$ cat config.mk
export PLATFORM = sky130hd
export DESIGN_NAME = framebuffer_loader
export DESIGN_NICKNAME = d
export VERILOG_FILES = /design/src/rtl/framebuffer_loader_pkg.sv /design/src/rtl/framebuffer_loader_header_parser.sv /design/src/rtl/framebuffer_loader.sv
export SDC_FILE = /design/constraint.sdc
export NUM_CORES = 1
export LEC_CHECK = 0
export CAP_MARGIN = 0
export CORE_MARGIN = 4
export CORE_UTILIZATION = 45
export CTS_BUF_LIST = sky130_fd_sc_hd__clkbuf_8 sky130_fd_sc_hd__clkbuf_16
export CTS_CLUSTER_SIZE = 8
export DETAILED_ROUTE_END_ITERATION = 8
export GPL_TIMING_DRIVEN = 0
export PLACE_DENSITY_LB_ADDON = 0.12
export SYNTH_ARGS = -nofsm -noshare
export SYNTH_HDL_FRONTEND = slang
export SYNTH_HIERARCHICAL = 1
export SYNTH_SLANG_ARGS = --single-unit
$ cat constraint.sdc
create_clock -name clk -period 2.7 [get_ports clk]
set_input_delay 0.405 -clock clk [delete_from_list [all_inputs] [get_ports clk]]
set_output_delay 0.405 -clock clk [all_outputs]
set_load 0.005 [all_outputs]
$ cat src/rtl/framebuffer_loader_pkg.sv
// Shared frame-buffer definitions: loader state encoding, default command byte,
// and the geometry of the dual-port frame memory seen by loader and display reader.
package framebuffer_loader_pkg;

  localparam logic [7:0] DEFAULT_HEADER = 8'h46;

  localparam int FB_WR_ADDR_W = 12;
  localparam int FB_WR_DATA_W = 8;
  localparam int FB_WR_DEPTH  = 1 << FB_WR_ADDR_W;
  localparam int FB_RD_ADDR_W = 11;
  localparam int FB_RD_DATA_W = 16;
  localparam int FB_RD_DEPTH  = 1 << FB_RD_ADDR_W;

  typedef enum logic [2:0] {
    ST_IDLE    = 3'd0,
    ST_ADDR_HI = 3'd1,
    ST_ADDR_LO = 3'd2,
    ST_LEN_HI  = 3'd3,
    ST_LEN_LO  = 3'd4,
    ST_DATA    = 3'd5,
    ST_DONE    = 3'd6
  } fb_state_e;

endpackage

$ cat src/rtl/framebuffer_loader_header_parser.sv
// Walks the five-byte frame header (IDLE..LEN_LO) and hands start address and
// clamped length to the data stage with a combinational start strobe.
module framebuffer_loader_header_parser
  import framebuffer_loader_pkg::*;
#(
  parameter logic [7:0] HEADER     = DEFAULT_HEADER,
  parameter int         ADDR_WIDTH = FB_WR_ADDR_W
) (
  input  logic                  clk,
  input  logic                  i_rst_n,
  input  logic                  i_xfer,
  input  logic [7:0]            i_byte,
  input  logic                  i_hold,
  input  logic                  i_abort,
  output logic                  o_start,
  output logic [ADDR_WIDTH-1:0] o_start_addr,
  output logic [ADDR_WIDTH:0]   o_length,
  output logic                  o_bad_hdr,
  output logic                  o_busy
);

  // Only the header bits that survive truncation are stored (needs 9 <= ADDR_WIDTH <= 15).
  localparam int HI_ADDR_W = ADDR_WIDTH - 8;
  localparam int HI_LEN_W  = ADDR_WIDTH - 7;
  localparam logic [ADDR_WIDTH:0] LP_DEPTH = {1'b1, {ADDR_WIDTH{1'b0}}};

  fb_state_e              r_state;
  logic [HI_ADDR_W-1:0]   r_addr_hi;
  logic [7:0]             r_addr_lo;
  logic [HI_LEN_W-1:0]    r_len_hi;
  logic                   w_take;
  logic [ADDR_WIDTH:0]    w_len_raw;

  function automatic logic [ADDR_WIDTH:0] clamp_len(input logic [ADDR_WIDTH:0] raw);
    logic [ADDR_WIDTH:0] res;
    if (raw == '0 || raw > LP_DEPTH) res = LP_DEPTH;
    else                             res = raw;
    return res;
  endfunction

  assign w_take       = i_xfer & ~i_hold;
  assign w_len_raw    = {r_len_hi, i_byte};
  assign o_start      = w_take & ~i_abort & (r_state == ST_LEN_LO);
  assign o_start_addr = {r_addr_hi, r_addr_lo};
  assign o_length     = clamp_len(w_len_raw);
  assign o_bad_hdr    = w_take & ~i_abort & (r_state == ST_IDLE) & (i_byte != HEADER);
  assign o_busy       = (r_state != ST_IDLE);

  always_ff @(posedge clk or negedge i_rst_n) begin
    if (!i_rst_n) begin
      r_state   <= ST_IDLE;
      r_addr_hi <= '0;
      r_addr_lo <= '0;
      r_len_hi  <= '0;
    end else if (i_abort) begin
      r_state <= ST_IDLE;
    end else if (w_take) begin
      case (r_state)
        ST_IDLE:    if (i_byte == HEADER) r_state <= ST_ADDR_HI;
        ST_ADDR_HI: begin
          r_addr_hi <= i_byte[HI_ADDR_W-1:0];
          r_state   <= ST_ADDR_LO;
        end
        ST_ADDR_LO: begin
          r_addr_lo <= i_byte;
          r_state   <= ST_LEN_HI;
        end
        ST_LEN_HI: begin
          r_len_hi <= i_byte[HI_LEN_W-1:0];
          r_state  <= ST_LEN_LO;
        end
        default:    r_state <= ST_IDLE;
      endcase
    end
  end

endmodule

$ cat src/rtl/framebuffer_loader.sv
// Frame-buffer byte loader: parses framed load commands and issues one registered
// write per data byte at wrapping sequential addresses, with done pulse and error count.
module framebuffer_loader
  import framebuffer_loader_pkg::*;
#(
  parameter logic [7:0] HEADER     = DEFAULT_HEADER,
  parameter int         ADDR_WIDTH = FB_WR_ADDR_W
) (
  input  logic                    clk,
  input  logic                    reset,
  input  logic [FB_WR_DATA_W-1:0] in_data,
  input  logic                    in_valid,
  output logic                    in_ready,
  input  logic                    abort,
  output logic [ADDR_WIDTH-1:0]   ram_addr,
  output logic [FB_WR_DATA_W-1:0] ram_data,
  output logic                    ram_wr,
  output logic                    ram_clk_en,
  output logic                    busy,
  output logic                    frame_done,
  output logic [7:0]              err_count
);

  fb_state_e               r_state;
  logic                    r_run;
  logic [ADDR_WIDTH-1:0]   r_ptr;
  logic [ADDR_WIDTH:0]     r_remain;
  logic [ADDR_WIDTH-1:0]   r_ram_addr_p1;
  logic [FB_WR_DATA_W-1:0] r_ram_data_p1;
  logic                    r_ram_wr_p1;
  logic                    r_frame_done_p1;
  logic [7:0]              r_err_count;

  logic                    w_xfer;
  logic                    w_start;
  logic [ADDR_WIDTH-1:0]   w_start_addr;
  logic [ADDR_WIDTH:0]     w_length;
  logic                    w_bad_hdr;
  logic                    w_parser_busy;

  function automatic logic [7:0] sat_inc(input logic [7:0] v);
    return (v == 8'hFF) ? v : v + 8'd1;
  endfunction

  assign in_ready   = r_run & (r_state != ST_DONE);
  assign w_xfer     = in_valid & in_ready;
  assign busy       = w_parser_busy | (r_state != ST_IDLE);
  assign ram_clk_en = r_run;
  assign ram_addr   = r_ram_addr_p1;
  assign ram_data   = r_ram_data_p1;
  assign ram_wr     = r_ram_wr_p1;
  assign frame_done = r_frame_done_p1;
  assign err_count  = r_err_count;

  framebuffer_loader_header_parser #(
    .HEADER     (HEADER),
    .ADDR_WIDTH (ADDR_WIDTH)
  ) u_header_parser (
    .clk          (clk),
    .i_rst_n      (reset),
    .i_xfer       (w_xfer),
    .i_byte       (in_data),
    .i_hold       (r_state != ST_IDLE),
    .i_abort      (abort),
    .o_start      (w_start),
    .o_start_addr (w_start_addr),
    .o_length     (w_length),
    .o_bad_hdr    (w_bad_hdr),
    .o_busy       (w_parser_busy)
  );

  // p0 -> p1: accepted data byte becomes a memory write strike in the following cycle
  always_ff @(posedge clk or negedge reset) begin
    if (!reset) begin
      r_state         <= ST_IDLE;
      r_run           <= 1'b0;
      r_ptr           <= '0;
      r_remain        <= '0;
      r_ram_addr_p1   <= '0;
      r_ram_data_p1   <= '0;
      r_ram_wr_p1     <= 1'b0;
      r_frame_done_p1 <= 1'b0;
      r_err_count     <= '0;
    end else begin
      r_run           <= 1'b1;
      r_ram_wr_p1     <= 1'b0;
      r_frame_done_p1 <= 1'b0;
      if (w_bad_hdr) r_err_count <= sat_inc(r_err_count);
      case (r_state)
        ST_IDLE: begin
          if (w_start) begin
            r_ptr    <= w_start_addr;
            r_remain <= w_length;
            r_state  <= ST_DATA;
          end
        end
        ST_DATA: begin
          if (abort) begin
            r_state <= ST_IDLE;
          end else if (w_xfer) begin
            r_ram_addr_p1 <= r_ptr;
            r_ram_data_p1 <= in_data;
            r_ram_wr_p1   <= 1'b1;
            r_ptr         <= r_ptr + ADDR_WIDTH'(1);
            r_remain      <= r_remain - (ADDR_WIDTH+1)'(1);
            if (r_remain == (ADDR_WIDTH+1)'(1)) begin
              r_state         <= ST_DONE;
              r_frame_done_p1 <= 1'b1;
            end
          end
        end
        default: r_state <= ST_IDLE;
      endcase
    end
  end

endmodule

# Yosys cells after proc, flatten, opt, wreduce, memory -nomap -nowiden
# Cells that the tools add are included.
# totals
regBits	79
in_bits	12
word_cells	85
# op_classes
addsub	3
magnitude_cmp	1
eq_ne	16
mux	25
n_bitwise	11
reduce_logical	16
# ops
cell	n
$mux W13	4
$mux W12	3
$pmux W13 S2	1
$pmux W12 S2	1
$mux W3	7
$reduce_and A3 Y1	5
$eq A13 B1 Y1 const B	1
$gt A13 B13 Y1 const B	1
$logic_not A13 Y1	1
$sub A13 B1 Y13 const B	1
$add A12 B1 Y12 const B	1
$pmux W3 S4	1
$ne A3 B3 Y1 const B	3
$add A8 B1 Y8 const B	1
$eq A8 B7 Y1 const B	1
$eq A8 B8 Y1 const B	1
$ne A8 B7 Y1 const B	1
$and A1 B1 Y1	7
$mux W1	7
$eq A3 B2 Y1 const B	2
$eq A3 B3 Y1 const B	2
$logic_not A3 Y1	2
$pmux W3 S2	1
$reduce_bool A3 Y1	2
10 further kinds	15

# Depth between registers and ports, before layout
# depth
depth_word	8
ltp_mapped	10

# Modules after synthesis
# Netlist, hierarchy kept.
# by_module_without_submodules
module	n_inst	cells_per_inst	area_each_um2
framebuffer_loader	1	275	2902.8
framebuffer_loader_header_parser	1	78	968.4

# Least setup slack after synthesis
# No wires, ideal clock.
# synth_path
path_kind	reg-to-reg
startpoint	register r_state[2] (netlist name)
endpoint	register r_remain[2]
setup_ps	125
t_arrival_ps	2351
t_required_ps	2575
setup_slack_ps	224
stages_incl_launch_ff	10
n_path_buf	2
path_cell_list	dfrtp_1 -> or3_1 -> nand2b_1 -> nor4b_1 -> or4b_1 -> buf_4 -> o31a_2 -> buf_6 -> o21ai_0 -> o21ai_1
# synth_lines
item	line	rtl
to (signal assigned)	framebuffer_loader.sv:93	r_remain <= w_length;
to (signal assigned)	framebuffer_loader.sv:105	r_remain <= r_remain - (ADDR_WIDTH+1)'(1);
to (decl)	framebuffer_loader.sv:27	logic [ADDR_WIDTH:0] r_remain;

==> results.toml <==
[run_status]
status = "finished clean"

[logic_synthesis]
avgSynthCellArea_um2 = 11.0
post_synth_and_or_nand_nor_area_fraction_pct = 18.1
synth.net_count = 369
synth-adder-area-share_pct = 1.29
yosys.area.top_type = "dfrtp_1"
synth_edf_count = 0
async_flop_share_pct = 100
ys.flop_type = "dfrtp_1"
yosysWarnings = 6
synth_top_area_share_pct = 51.1
synth-compound-area-share_pct = 13.0
seq_area_frac_synth_pct = 51.1
synthXorXnorAreaFrac_pct = 1.13
ys_top_cells_by_area = "dfrtp_1 51%, mux2_2 11%, a21oi_1 3.5%"
synth_area_mm2 = 0.00387
synth_top_family_by_area = "simple AND/OR/NAND/NOR gates"
ys_seq_elements = 79
synth_cell_types = 56
synthMuxAreaShare_pct = 12.1
netlist_instances = 353

[sta]
fin_crit_ns = 2.60
skew_ns = 0.0115
hold_slack_ns = 0.488
setup_viol = 0
rsz0062_at_grt = "no"
finalHoldViolCount = 0
slew_violations = 0
worstMarginPinSlew_ns = 0.726
relSlewSlack_pct = 51.4
fin_ws_ns = 0.104
fmax_mhz = 385
period_share_pct = 96.2

[clocking]
clockRootBuffer = "clkbuf_8"
cts_buffers = 9
htree_levels = 3
cts.path.max_buffers = 2
cts_sinks = 79
clk_latency_ns = 0.36
tritoncts = "yes"
clk_pin_slew_worst_paths_ns = 0.09

[cells_and_area]
diodes = 0
layout-drive-gt1-share_pct = 20.7
multiInputGateArea_mm2 = 0.00180
ff_latch_area_mm2 = 0.00198
area.growth.synth_to_final_pct = 22.1
filler_cell_count = 704
final_cell_area_mm2 = 0.00473
layout.nets = 427

[worst_setup_path]
crit_required_ns = 2.95
start_kind = "register"
worst-path-max-fanout = 10
r2r_start = "r_state[2]"
crit_path_end_kind = "register"
crit_type = "register to register"
crit_arrival_ns = 2.85
critPathLaunch = "r_state[2]"

[placed_design]
placed_cell_area_mm2 = 0.00447
gp_congestion = 0.812
io_buffers = 44
pre_cts_ws_ns = -0.451
place_hpwl_um = 6420

[floorplan]
dieWidth_um = 101
rows = 33
initial_core_util_pct = 46.6
fp.coreArea_mm2 = 0.00830
die_h_um = 101
io_pins = 45
dieArea_mm2 = 0.0102

[min_path]
hold_start = "err_count[5]"
hp-class = "register to register"

[power]
power.density_mw_per_mm2 = 512
peakVddDrop_mv = 0.419
fin_total_pwr_mw = 2.42
p_leak_nw = 2.09

[detailed_routing]
drc = 0
firstDrtPassIters = 4
first_iter_violations = 161
num_vias = 2982
antenna_left = 0
viasPerCell = 5.72
wirelength_um = 9310
wl_per_cell_um = 17.9

[global_route]
antenna_found_initial = 0
grt_max_degree = 55
grt_overflow_total = 0
grt_pass1_vias = 3012
track_usage_pct = 19.4
grt_pass1_wl_um = 15300

[run]
cap_violations = 0
-- critical path, cell delays in order, from the launching register on --
cell	delay (ns)
dfrtp_1	0.43
or3_4	0.44
nand2b_4	0.17
nor4b_2	0.24
or4b_1	0.46
buf_4	0.20
o31a_2	0.17
buf_6	0.17
o21ai_0	0.14
o21ai_1	0.08
-- state kept, by name, indices dropped and copies added, names as in the netlist, 3 cells and up --
signal	count
r_remain	13
r_ptr	12
ram_addr	12
err_count	8
ram_data	8
u_header_parser/r_addr_lo	8
u_header_parser/r_len_hi	5
u_header_parser/r_addr_hi	4
r_state	3
u_header_parser/r_state	3
-- final timing paths --
| check | to | slack [ns] | cells past startpoint |
|---|---|---|---|
| min in group asynchronous | ram_clk_en | 0.51 | 2 |
| setup reg to reg | r_remain[2] | 0.10 | 9 |
| hold reg to reg | err_count[5] | 0.49 | 1 |
| setup / recovery | r_remain[2] | 0.10 | 9 |
| max in group asynchronous | u_header_parser/r_addr_hi[0] | 1.60 | 3 |
| hold / removal | err_count[5] | 0.49 | 1 |
-- power breakdown --
part           internal, mW  leakage (nW)  total, mW  switching, mW
registers              1.22          1.08       1.27         0.0503
logic                 0.127         0.921      0.230          0.103
clock network         0.455        0.0912      0.919          0.464
-- cell families (layout without fill, tap and decap cells) --
logic type	Yosys count	after routing
and+or+nand+nor	120	120
DFF	79	79
AOI/OAI and AO/OA	78	78
muxes	42	42
buffers and inverters	24	87
xor gates and xnor gates	5	5
adders and majority gates	4	4
other	1	1
-- synthesized netlist by cell type, types with 3 or more instances --
| cell | number |
|---|---|
| nor2b_1 | 14 |
| o21ai_0 | 16 |
| nand2_1 | 20 |
| inv_1 | 8 |
| o22ai_1 | 10 |
| mux2_2 | 38 |
| nor3_1 | 21 |
| o2bb2ai_1 | 4 |
| nand3_1 | 9 |
| clkbuf_1 | 8 |
| nor3_2 | 3 |
| buf_4 | 5 |
| or2_2 | 3 |
| nor4_1 | 7 |
| xor2_1 | 3 |
| a21oi_1 | 27 |
| and3_1 | 5 |
| a31oi_1 | 3 |
| mux2i_1 | 3 |
| nand4_1 | 4 |
| nor3b_1 | 4 |
| ha_1 | 4 |
| nor2_1 | 13 |
| dfrtp_1 | 79 |
-- per-stage QoR --
step,util [%],std cells,setup TNS [ns]
floorplan,-,353,0
global placement,53.5,502,-144.23
detailed placement,53.8,503,-10.52
CTS,56.6,521,0
global route,57.0,521,0
finish,57.0,521,0
-- cells in the final DEF (no fill, tap or decap), types with 3 or more instances in the layout --
cell type | netlist | final
dfrtp_1 | 79 | 79
clkdlybuf4s50_1 | 0 | 43
mux2_2 | 38 | 38
a21oi_1 | 27 | 27
nor3_1 | 21 | 21
nand2_1 | 20 | 20
o21ai_0 | 16 | 16
nor2_1 | 13 | 13
nor2b_1 | 14 | 13
o22ai_1 | 10 | 10
clkbuf_8 | 0 | 10
nand3_1 | 9 | 9
inv_1 | 8 | 8
clkbuf_1 | 8 | 8
nor4_1 | 7 | 7
buf_4 | 5 | 5
and3_1 | 5 | 5
nand4_1 | 4 | 4
buf_6 | 2 | 4
o2bb2ai_1 | 4 | 4
nor3b_1 | 4 | 4
ha_1 | 4 | 4
clkinvlp_4 | 0 | 4
nor3_2 | 3 | 3
or2_2 | 3 | 3
mux2i_1 | 3 | 3
a31oi_1 | 3 | 3
xor2_1 | 3 | 3
-- layout make-up --
class | count | share of cell area [%]
Sequential cell | 79 | 41.8
Multi-Input combinational cell | 250 | 38.0
Timing Repair Buffer | 47 | 10.3
Clock buffer | 10 | 2.91
Tap cell | 105 | 2.78
Buffer | 16 | 2.14
Clock inverter | 6 | 1.46
Inverter | 8 | 0.635
-- metal layers --
layer  wire, µm  GRT usage [%]  vias up
met1       4340           27.5     1483
li1           -              -     1420
met5          0              0        -
met3        530           3.39       10
met4        125           8.08        0
met2       4310           29.6       69
-- timing repair --
| item | 4_1_cts | 5_1_grt |
|---|---|---|
| endpoints found under the hold margin | 25 | 0 |
| endpoints found under the setup margin | 23 | 25 |
| resized for setup | 3 | 6 |
| setup buffers | 0 | 0 |
| hold buffers | 1 | 0 |
| gates cloned | 1 | 0 |
(Power assumes the default switching activity.)
